File: src/rtl/cbd_sampler.sv
// Centered-binomial (eta=2) sampler: turns 256-bit PRF chunks into 64 coefficients
// each, reduced into [0, Q-1] and indexed across a 256-coefficient polynomial.
module cbd_sampler #(
  parameter int ETA = 2,
  parameter int Q   = 3329
) (
  input  logic         clk,
  input  logic         rst_n,
  input  logic         in_valid,
  output logic         in_ready,
  input  logic [255:0] in_bits,
  output logic         out_valid,
  input  logic         out_ready,
  output logic [11:0]  out_coeff,
  output logic [7:0]   out_index,
  output logic         out_last
);

  localparam int NIB_W = 2 * ETA;

  typedef enum logic {
    IDLE = 1'b0,
    EMIT = 1'b1
  } state_t;

  state_t         state_q, state_d;
  logic [255:0]   shreg_q, shreg_d;
  logic [5:0]     nib_cnt_q, nib_cnt_d;
  logic [1:0]     chunk_cnt_q, chunk_cnt_d;

  // Map one nibble to (b0+b1)-(b2+b3), folding negatives up by Q.
  function automatic logic [11:0] cbd_coeff(input logic [NIB_W-1:0] nib);
    logic signed [2:0] x;
    logic signed [2:0] y;
    logic signed [2:0] f;
    x = 3'(nib[0]) + 3'(nib[1]);
    y = 3'(nib[2]) + 3'(nib[3]);
    f = x - y;
    if (f < 0)
      cbd_coeff = 12'(Q) + {{9{f[2]}}, f};
    else
      cbd_coeff = {9'b0, f};
  endfunction

  always_comb begin
    state_d     = state_q;
    shreg_d     = shreg_q;
    nib_cnt_d   = nib_cnt_q;
    chunk_cnt_d = chunk_cnt_q;
    case (state_q)
      IDLE: begin
        if (in_valid) begin
          shreg_d   = in_bits;
          nib_cnt_d = '0;
          state_d   = EMIT;
        end
      end
      EMIT: begin
        if (out_ready) begin
          shreg_d   = shreg_q >> NIB_W;
          nib_cnt_d = nib_cnt_q + 6'd1;
          if (nib_cnt_q == 6'd63) begin
            state_d     = IDLE;
            chunk_cnt_d = chunk_cnt_q + 2'd1;
          end
        end
      end
      default: state_d = IDLE;
    endcase
  end

  always_ff @(posedge clk) begin
    if (!rst_n) begin
      state_q     <= IDLE;
      shreg_q     <= '0;
      nib_cnt_q   <= '0;
      chunk_cnt_q <= '0;
    end else begin
      state_q     <= state_d;
      shreg_q     <= shreg_d;
      nib_cnt_q   <= nib_cnt_d;
      chunk_cnt_q <= chunk_cnt_d;
    end
  end

  // Outputs decode registered state only; rst_n gates in_ready so no chunk is taken in reset.
  assign in_ready  = rst_n && (state_q == IDLE);
  assign out_valid = (state_q == EMIT);
  assign out_coeff = cbd_coeff(shreg_q[NIB_W-1:0]);
  assign out_index = {chunk_cnt_q, nib_cnt_q};
  assign out_last  = out_valid && (out_index == 8'd255);

endmodule

File: config.mk
export PLATFORM = sky130hd
export DESIGN_NAME = cbd_sampler
export DESIGN_NICKNAME = d
export VERILOG_FILES = /design/src/rtl/cbd_sampler.sv
export SDC_FILE = /design/constraint.sdc
export NUM_CORES = 1
export LEC_CHECK = 0
export CELL_PAD_IN_SITES_DETAIL_PLACEMENT = 1
export CELL_PAD_IN_SITES_GLOBAL_PLACEMENT = 1
export CORE_MARGIN = 5
export CORE_UTILIZATION = 40
export DETAILED_ROUTE_END_ITERATION = 16
export PLACE_DENSITY_LB_ADDON = 0.3
export SETUP_SLACK_MARGIN = 0.5
export SLEW_MARGIN = 20
export SYNTH_ARGS = -nofsm -noshare
export SYNTH_HDL_FRONTEND = slang
export SYNTH_SLANG_ARGS = --single-unit
export TNS_END_PERCENT = 50
File: constraint.sdc
create_clock -name clk -period 6.9 [get_ports clk]
set_clock_uncertainty 0.05 [all_clocks]
set_input_delay 1.38 -clock clk [delete_from_list [all_inputs] [get_ports clk]]
set_output_delay 1.38 -clock clk [all_outputs]
set_load 0.01 [all_outputs]
==> results.yml <==
worst_setup_path:
  cp_max_fo: 100
  r2r_start: "out_valid"
  r2r_end: "shreg_q[129]"
  max_stage_delay_ns: 0.67
  critical_path.startpoint: "rst_n"
  r2r_cells: 4
  cp_common_cell: "clkdlybuf4s50_1"
  crit_type: "primary input to output pin"
  crit_cells: 4
  crit_path_top_delay_cell: "inv_8"
  arrival_ns: 3.30
  crit_buf_inv: 3
  worst_setup_path_end_kind: "output pin"
  start_kind: "primary input"
  setup.worst_path.end: "in_ready"
  crit_family: "buffers and inverters"
  cp.required_ns: 5.47
  worstPathCellList: "clkdlybuf4s50_1 -> inv_8 -> nor2_1 -> clkdlybuf4s50_1"
  reg2reg_setup_slack_ns: 3.87
timing:
  setup_tns_ns: 0
  worst_pin_slew_ns: 1.05
  fin_crit_ns: 4.73
  setup_viol: 0
  rsz0062_at_grt: "false"
  finalHoldViolCount: 0
  setup_ws_ns: 2.17
  hold-worst-slack_ns: 0.454
  relSlewSlack_pct: 30.2
  fmax_ghz: 0.211
  drv_slew: 0
  period_share_pct: 68.6
logic_synthesis:
  yosysUniqueCellTypes: 30
  synth_cells: 1208
  synthMuxAreaShare_pct: 19.6
  synth_top_area_share_pct: 40.3
  yosysWarningCount: 0
  synth_top_family_by_area: "compound AO/OA/AOI/OAI gates"
  synth.area.top_cells: "dfxtp_1 (40%), a211oi_2 (24%), mux2i_1 (19%), nor2_1 (7.4%), buf_6 (2.7%)"
  synth_simple_gate_area_share_pct: 8.35
  ys_seq_area_share_pct: 40.3
  synth_compound_area_share_pct: 24.7
  avgSynthCellArea_um2: 10.9
  synth_top_area_cell: "dfxtp_1"
  synth_nets: 1476
  synth_xor_area_share_pct: 0
  ys_ff_latch: 265
  synthesis.area_um2: 13100
  synthAdderAreaFrac_pct: 0.818
place:
  pre_cts_slack_ns: 1.98
  gp_congestion: 0.761
  hpwl_um: 22800
  io_buffers: 281
  post_dp_cell_area_um2: 15900
floorplan:
  core_area_um2: 32500
  die_h_um: 191
  fp-row-count: 66
  die_w_um: 191
  initial_core_util_pct: 40.4
  die_area_um2: 36600
  ios: 283
power:
  cellLeakagePower_nw: 6.20
  vdd_drop_max_uv: 172
  power.density_nw_per_um2: 246
finish:
  fin_area_um2: 16900
  syn_to_final_growth_pct: 28.4
  finalNetCount: 1680
  utilization_pct: 51.9
  post_route_cells_drive_above_1_share_pct: 21.6
clock_network:
  cts-htree-levels: 1
  cts_tree: "yes"
  clockBufferDepth: 3
  cts_hold_buf: 0
  numCtsBuffers: 30
  clock_sinks: 265
  post_cts_buffers: 0
  cts-root-buf: "clkbuf_16"
  cts-resized-gates: 0
  clock_latency_ns: 0.54
  cts.clk_slew.worst_paths_ns: 0.06
grt:
  grt.total_usage_pct: 17.6
  grt_max_degree: 136
  gr-total-overflow: 0
  grt_first_pass_wirelength_um: 53300
  grt_pass1_vias: 10300
  antenna_found_initial: 7
routing:
  wl_um: 33900
  drtIter0Drc: 421
  wl_per_cell_um: 18.1
  drc_errors: 0
  dr_total_vias: 9626
  ant_nets: 0
  vias_per_cell: 5.13
  first_pass_iters: 4
run_status:
  status: "finished clean"
min_path:
  holdCritPathClass: "flop to flop"
  worstHoldStart: "shreg_q[210]"
run:
  maxCapViolations: 0
## metrics by stage
stage	total power, mW	instances
after floorplan	2.36	1208
after global placement	2.59	1822
after detailed placement	2.62	1822
after CTS	4.22	1875
after global routing	4.37	1877
final	4.16	1877
## registers in the layout, indices dropped and copies added, names as in the netlist
signal / flops
out_valid: 1
shreg_q: 256
nib_cnt_q: 6
chunk_cnt_q: 2
## routing by layer
metal / wire [µm] / vias to the layer above / track usage, %
li1: - / 4773 / -
met1: 14700 / 4613 / 21.7
met4: 647 / 10 / 3.65
met2: 16400 / 179 / 30.4
met3: 2170 / 51 / 5.37
met5: 49 / - / 0
## cell families (layout without fill, tap and decap cells)
logic type / Yosys count / after routing
muxes: 257 / 257
DFF: 265 / 265
and+or+nand+nor: 284 / 284
AOI/OAI and AO/OA: 267 / 267
buffers and inverters: 126 / 351
other: 1 / 3
adders and majority gates: 8 / 8
## cell type report
cell class / count / area [µm²]
Clock inverter: 8 / 90.1
Inverter: 6 / 30.0
Sequential cell: 265 / 5310
Fill cell: 3523 / 15700
Timing Repair Buffer: 292 / 2960
Tap cell: 442 / 553
Clock buffer: 45 / 888
Antenna cell: 2 / 5.00
Multi-Input combinational cell: 817 / 7050
## worst reg2reg max path, cell delays in order, from the launching register on
cell	delay (ns)
dfxtp_4	0.60
buf_12	0.69
buf_4	1.01
mux2i_1	0.41
a211oi_2	0.11
## cells in the final DEF, fill, tap and decap left out, types with 6 or more instances in the layout
cell type / n
clkdlybuf4s50_1: 281
dfxtp_1: 264
nor2_1: 260
mux2i_1: 255
a211oi_2: 250
clkbuf_16: 31
nand2_1: 8
clkbuf_1: 8
ha_1: 7
clkinv_2: 6
clkbuf_8: 6
buf_4: 6
## synthesized netlist by cell type (all sizes together)
library cell / n
a211oi: 253
nand2: 8
nand3: 3
fa: 1
o21ai: 2
or3: 1
o2111ai: 2
a21oi: 2
mux2: 2
nor2b: 4
conb: 1
o41ai: 2
ha: 7
nand2b: 2
nor3: 3
clkbuf: 22
nand4: 1
dfxtp: 265
a22oi: 5
a31oi: 1
mux2i: 255
and2: 2
buf: 98
inv: 6
nor2: 260
## worst min path at each step
stage	endpoint	cells past startpoint
floorplan	shreg_q[252]	2
global placement	chunk_cnt_q[1]	2
detailed placement	shreg_q[254]	2
CTS	shreg_q[210]	2
global route	shreg_q[210]	2
finish	shreg_q[210]	2
## power by group
group | internal, mW | switching [mW] | leakage (nW)
combinational | 0.415 | 0.408 | 3.52
sequential | 1.67 | 0.0802 | 2.20
clock | 0.954 | 0.624 | 0.486
total | 3.04 | 1.11 | 6.20
(Power assumes the default switching activity.)
